**config.mk**
```make
export PLATFORM = sky130hd
export DESIGN_NAME = ram_port_arbiter
export DESIGN_NICKNAME = d
export VERILOG_FILES = /design/src/rtl/ram_port_arbiter.sv
export SDC_FILE = /design/constraint.sdc
export NUM_CORES = 1
export LEC_CHECK = 0
export CAP_MARGIN = 30
export CORE_UTILIZATION = 53
export DETAILED_ROUTE_END_ITERATION = 10
export DONT_BUFFER_PORTS = 1
export PLACE_DENSITY = 0.71
export REMOVE_ABC_BUFFERS = 1
export SETUP_SLACK_MARGIN = 0.02
export SYNTH_ARGS = -nofsm -noshare
export SYNTH_HDL_FRONTEND = slang
export SYNTH_SLANG_ARGS = --single-unit
```
**constraint.sdc**
```tcl
create_clock -name clk -period 1.5 [get_ports clk]
set_input_delay 0.45 -clock clk [delete_from_list [all_inputs] [get_ports clk]]
set_output_delay 0.45 -clock clk [all_outputs]
set_load 0.01 [all_outputs]
```
**src/rtl/ram_port_arbiter.sv**
```systemverilog
// ram_port_arbiter
// Two-way round-robin arbiter and command sequencer in front of a single-port
// RAM. Each whole-byte request from m0/m1 becomes a two-beat command on
// ram_din/ram_rx_valid. For a read, the reply on ram_dout/ram_tx_valid is
// captured, or the read is aborted after TIMEOUT idle wait cycles.
//
// Ports:
//   clk, rst                 clock, asynchronous active-high reset
//   m0_*/m1_*                request, write enable, address, write data
//   gnt[1:0]                 one-hot owner, held from CMD1 through DONE
//   done[1:0]                one-cycle completion pulse to the owner
//   rdata, err               read result and timeout flag, qualified by done
//   ram_din, ram_rx_valid    RAM command word {opcode[1:0], payload} and strobe
//   ram_dout, ram_tx_valid   RAM read data and its valid strobe
// All outputs are registered.
module ram_port_arbiter #(
   parameter int ADDR_SIZE = 8,
   parameter int TIMEOUT   = 15
) (
   input  logic                 clk,
   input  logic                 rst,
   input  logic                 m0_req,
   input  logic                 m0_we,
   input  logic [ADDR_SIZE-1:0] m0_addr,
   input  logic [ADDR_SIZE-1:0] m0_wdata,
   input  logic                 m1_req,
   input  logic                 m1_we,
   input  logic [ADDR_SIZE-1:0] m1_addr,
   input  logic [ADDR_SIZE-1:0] m1_wdata,
   output logic [1:0]           gnt,
   output logic [1:0]           done,
   output logic [ADDR_SIZE-1:0] rdata,
   output logic                 err,
   output logic [ADDR_SIZE+1:0] ram_din,
   output logic                 ram_rx_valid,
   input  logic [ADDR_SIZE-1:0] ram_dout,
   input  logic                 ram_tx_valid
);

   // The counter only has to reach TIMEOUT-1; the TIMEOUT-th idle cycle ends the wait.
   localparam int CW = (TIMEOUT > 1) ? $clog2(TIMEOUT) : 1;
   localparam logic [CW-1:0] CNT_LAST = CW'(TIMEOUT - 1);

   typedef enum logic [2:0] {
      IDLE  = 3'd0,
      CMD1  = 3'd1,
      CMD2  = 3'd2,
      RWAIT = 3'd3,
      DONE  = 3'd4
   } state_t;

   state_t                 state_r;
   logic [CW-1:0]          cnt_r;
   logic                   last_r;     // 1 = m1 was granted last
   logic                   we_r;
   logic [ADDR_SIZE-1:0]   addr_r;
   logic [ADDR_SIZE-1:0]   wdata_r;

   logic                   any_req_s;
   logic                   win_m1_s;
   logic                   sel_we_s;
   logic [ADDR_SIZE-1:0]   sel_addr_s;
   logic [ADDR_SIZE-1:0]   sel_wdata_s;

   // Round-robin winner selection and field mux for the IDLE sample.
   always_comb begin
      any_req_s = m0_req | m1_req;
      win_m1_s  = 1'b0;
      if (m0_req && m1_req) begin
         win_m1_s = ~last_r;
      end else if (m1_req) begin
         win_m1_s = 1'b1;
      end else begin
         win_m1_s = 1'b0;
      end
      if (win_m1_s) begin
         sel_we_s    = m1_we;
         sel_addr_s  = m1_addr;
         sel_wdata_s = m1_wdata;
      end else begin
         sel_we_s    = m0_we;
         sel_addr_s  = m0_addr;
         sel_wdata_s = m0_wdata;
      end
   end

   // Sequencer FSM; every output is set on the edge that enters its state.
   always_ff @(posedge clk or posedge rst) begin
      if (rst) begin
         state_r      <= IDLE;
         cnt_r        <= {CW{1'b0}};
         last_r       <= 1'b1;
         we_r         <= 1'b0;
         addr_r       <= {ADDR_SIZE{1'b0}};
         wdata_r      <= {ADDR_SIZE{1'b0}};
         gnt          <= 2'b00;
         done         <= 2'b00;
         rdata        <= {ADDR_SIZE{1'b0}};
         err          <= 1'b0;
         ram_din      <= {(ADDR_SIZE+2){1'b0}};
         ram_rx_valid <= 1'b0;
      end else begin
         case (state_r)
            IDLE: begin
               done <= 2'b00;
               if (any_req_s) begin
                  we_r         <= sel_we_s;
                  addr_r       <= sel_addr_s;
                  wdata_r      <= sel_wdata_s;
                  gnt          <= win_m1_s ? 2'b10 : 2'b01;
                  ram_din      <= {(sel_we_s ? 2'b00 : 2'b10), sel_addr_s};
                  ram_rx_valid <= 1'b1;
                  state_r      <= CMD1;
               end else begin
                  ram_din      <= {(ADDR_SIZE+2){1'b0}};
                  ram_rx_valid <= 1'b0;
               end
            end
            CMD1: begin
               ram_din      <= {(we_r ? 2'b01 : 2'b11), (we_r ? wdata_r : {ADDR_SIZE{1'b0}})};
               ram_rx_valid <= 1'b1;
               state_r      <= CMD2;
            end
            CMD2: begin
               ram_din      <= {(ADDR_SIZE+2){1'b0}};
               ram_rx_valid <= 1'b0;
               if (we_r) begin
                  done    <= gnt;
                  err     <= 1'b0;
                  state_r <= DONE;
               end else begin
                  cnt_r   <= {CW{1'b0}};
                  state_r <= RWAIT;
               end
            end
            RWAIT: begin
               // A reply in the last allowed cycle still wins over the timeout.
               if (ram_tx_valid) begin
                  rdata   <= ram_dout;
                  err     <= 1'b0;
                  done    <= gnt;
                  state_r <= DONE;
               end else if (cnt_r == CNT_LAST) begin
                  rdata   <= {ADDR_SIZE{1'b0}};
                  err     <= 1'b1;
                  done    <= gnt;
                  state_r <= DONE;
               end else begin
                  cnt_r   <= cnt_r + CW'(1);
               end
            end
            DONE: begin
               done    <= 2'b00;
               gnt     <= 2'b00;
               last_r  <= gnt[1];
               state_r <= IDLE;
            end
            default: begin
               done         <= 2'b00;
               gnt          <= 2'b00;
               ram_din      <= {(ADDR_SIZE+2){1'b0}};
               ram_rx_valid <= 1'b0;
               state_r      <= IDLE;
            end
         endcase
      end
   end

endmodule

```
==> results of run 1 <==
==> worst reg2reg max path, cell delays in order, from the launching register on <==
cell	delay, ns
dfrtp_1	0.41
ha_4	0.18
a31oi_4	0.19
buf_6	0.14
nand3_1	0.10
o311ai_0	0.33
==> worst paths after layout <==
check                      cells after the start  slack, ns         end
setup reg to reg                               5       0.01    cnt_r[2]
max in group asynchronous                      2       1.06      last_r
hold reg to reg                                2       0.48  wdata_r[6]
setup / recovery                               5       0.01    cnt_r[2]
hold / removal                                 2       0.08  state_r[2]
min in group clk                               1       0.30    rdata[5]
==> power groups by stage <==
stage	combinational [W]	sequential, W	clock (W)
3_5_place_dp	0.00216	0.00210	0
6_report	0.00237	0.00211	0.000685
4_1_cts	0.00224	0.00208	0.000706
2_1_floorplan	0.00130	0.00211	0
5_1_grt	0.00262	0.00216	0.000751
3_3_place_gp	0.00206	0.00208	0
==> registers in the layout (all words and copies together), names as in the netlist <==
| name | flops |
|---|---|
| done | 2 |
| err | 1 |
| last_r | 1 |
| ram_din | 10 |
| wdata_r | 8 |
| we_r | 1 |
| state_r | 3 |
| gnt | 2 |
| ram_rx_valid | 1 |
| rdata | 8 |
| cnt_r | 4 |
==> layer usage <==
layer,vias to the layer above,GRT usage
met1,802,0.285
met2,55,0.385
met3,8,0.0625
met4,0,0.0679
li1,770,-
met5,-,0
==> kinds of logic (layout without fill, tap and decap cells) <==
kind of cell	after synthesis	after routing
buffers and inverters	18	37
adder cells (fa/ha/maj)	2	2
AND/OR/NAND/NOR	60	60
multiplexers	18	18
flip-flops	41	41
AO/OA/AOI/OAI	62	62
==> synth_stat cells, types with 2 or more instances <==
cell	instances
a21boi_1	2
a21oi_1	16
a22o_1	8
a31oi_4	2
and3_1	9
buf_2	7
buf_4	2
buf_6	3
dfrtp_1	40
ha_1	2
inv_1	4
mux2i_1	17
nand2_1	26
nand2b_1	5
nand3_1	6
nor2_1	4
nor2b_1	2
nor3b_1	2
o21ai_0	7
o21ai_1	11
o221ai_1	6
o221ai_2	3
==> through the flow <==
step | hold slack, ns | cells
final | 0.0806 | 268
after global routing | 0.0793 | 268
after CTS | 0.0786 | 266
after detailed placement | 0.392 | 257
after global placement | 0.371 | 257
after floorplan | 0.448 | 187
==> repair_timing <==
item | CTS | global route
pin swaps | 8 | 4
resized for setup | 4 | 10
setup buffers | 1 | 2
cloned | 0 | 0
endpoints found under the hold margin | 0 | 0
endpoints found under the setup margin | 15 | 27
==> cell type report <==
class / instances / area share
Timing Repair Buffer: 25 / 0.0914
Multi-Input combinational cell: 142 / 0.425
Sequential cell: 41 / 0.419
Clock buffer: 6 / 0.0296
Tap cell: 48 / 0.0245
Clock inverter: 2 / 0.00409
Inverter: 4 / 0.00613
==> results.tsv, run 1 <==
stage	metric	value	unit
floorplanning	die_area	4240	sq um
global_routing	gr-total-overflow	0	
floorplanning	core-area	3740	sq um
layout	fin_util	0.654	
layout	fillCellCount	311	
layout	final_cell_mix	dfrtp_1, nand2_1, buf_4	
critical_path	crit_start	cnt_r[1]	
place	place_congestion	0.796	
sta	setup_tns	0	ns
clocking	cts_tree	done	
clocking	clk_pin_slew_worst_paths	0.08	ns
detailed_routing	routed_via_density	6.10	
sta	max_freq	0.671	GHz
sta	fin_crit	1.49	ns
place	numPortBuffers	0	
power	ir_worst_vdd	0.00108	V
floorplanning	die_width	65.1	microns
power	p_total	0.00516	W
critical_path	critical_path.cell_chain	ha_4, a31oi_4, buf_6, nand3_1, o311ai_0	
layout	seqCellArea	1030	sq um
layout	layout_commonest_cell	dfrtp_1	
layout	multiInputGateArea	1040	sq um
layout	design_area	2450	sq um
synth	synth_top_area_frac	0.474	
critical_path	startpoint_type	flip-flop	
synth	yosys.area_share.adder	0.0118	
layout	final_nets	268	
critical_path	cp-end-kind	flip-flop	
critical_path	critPathMaxStageDelay	0.41	ns
clocking	clk_latency	0.29	ns
synth	netlist_instances	201	
detailed_routing	wl_met1	1.99	mm
floorplanning	die_y	65.1	microns
synth	synth_compound_gate_area_share	0.221	
detailed_routing	wl_per_cell	17.1	microns
critical_path	critPathRequiredTime	1.66	ns
power	powerDensity	2110	nW/um^2
synth	yosys.area_share.simple	0.145	
worst_hold_path	hold_class	input port to asynchronous set/reset pin	
place	dp_hpwl	3.32	mm
power	power.internal	0.00307	W
clocking	hold_buffers	0	
global_routing	antenna_found_initial	0	
place	pre_cts_ws	-0.120	ns
layout	antenna_cells	0	
detailed_routing	wl_met2	2.24	mm
floorplanning	start_util	0.564	
critical_path	crit_buf_inv	1	
power	netSwitchingPower	0.00210	W
detailed_routing	wl_met3	298	microns
detailed_routing	dr.first_iter.drc_count	127	
detailed_routing	drt-total-wl	4.59	mm
synth	synth_edf_count	0	
synth	synth.area.mux_share	0.0859	
synth	synth_cell_types	39	
detailed_routing	drc	0	
synth	async_flop_share	1.00	
synth	syn_avg_cell_area	10.5	sq um
layout	drive_above_1_share	0.241	
critical_path	cp_slowest_cell	dfrtp_1	
critical_path	criticalPathCategory	flip-flop to flip-flop	
detailed_routing	vias	1635	
power	p_comb_frac	0.460	
sta	setup_viol_count_final	0	
synth	yosys_warnings	0	
floorplanning	rows	22	
sta	finalMaxSlewViolations	0	
global_routing	grt_pass1_vias	1618	
synth	synth_flop_cell	dfrtp_1	
synth	ys_ff_latch	41	
detailed_routing	maxUsedRoutingLayer	met4	
power	seq_power_share	0.408	
floorplanning	ios	71	
sta	rsz0062_at_grt	yes	
critical_path	arrival	1.65	ns
detailed_routing	firstDrtPassIters	4	
global_routing	grt_max_degree	28	
clocking	cts-root-buf	clkbuf_8	
flow_run	maxCapViolCount	0	
clocking	clkSinkCount	41	
global_routing	grt.total_usage	0.228	
synth	synth-xor-area-share	0	
clocking	htree_levels	2	
layout	areaGrowthSynthToFinish	16.0	%
power	clkPwrFrac	0.133	
place	dpl-instance-area	2270	sq um
synth	synth_area	2110	sq um
status	status	complete, no violations	
clocking	cts.path.max_buffers	2	
synth	yosysSeqAreaShare	0.486	
power	swShare	0.406	
sta	slew_headroom	0.699	
critical_path	r2r-start	cnt_r[1]	
synth	yosysTopAreaCell	dfrtp_1	
sta	tightest_slew	0.451	ns
sta	final-hold-violation-count	0	
power	p_leak	1.12	nW
critical_path	crit_family	compound AO/OA/AOI/OAI gates	
synth	synth.area.top_cells	dfrtp_1, mux2i_1, nand2_1	
detailed_routing	ant_nets	0	
global_routing	grt_pass1_wl	7.36	mm
sta	fin_skew	0.0106	ns
sta	fin_crit_sh	0.993	
clocking	cts_buffers	5	
sta	setup_slack	0.0100	ns
critical_path	crit_fanout	3	
synth	synth_top_family_by_area	compound AO/OA/AOI/OAI gates	
Note: power is estimated with default switching activity, not from simulation.
==> run 2: changes to the inputs <==
--- a/config.mk
+++ b/config.mk
@@ -5,7 +5,6 @@
 export SDC_FILE = /design/constraint.sdc
 export NUM_CORES = 1
 export LEC_CHECK = 0
-export CAP_MARGIN = 30
 export CORE_UTILIZATION = 53
 export DETAILED_ROUTE_END_ITERATION = 10
 export DONT_BUFFER_PORTS = 1
==> results of run 2 <==
The final DEF is identical to that of run 1; final timing and power are the same.
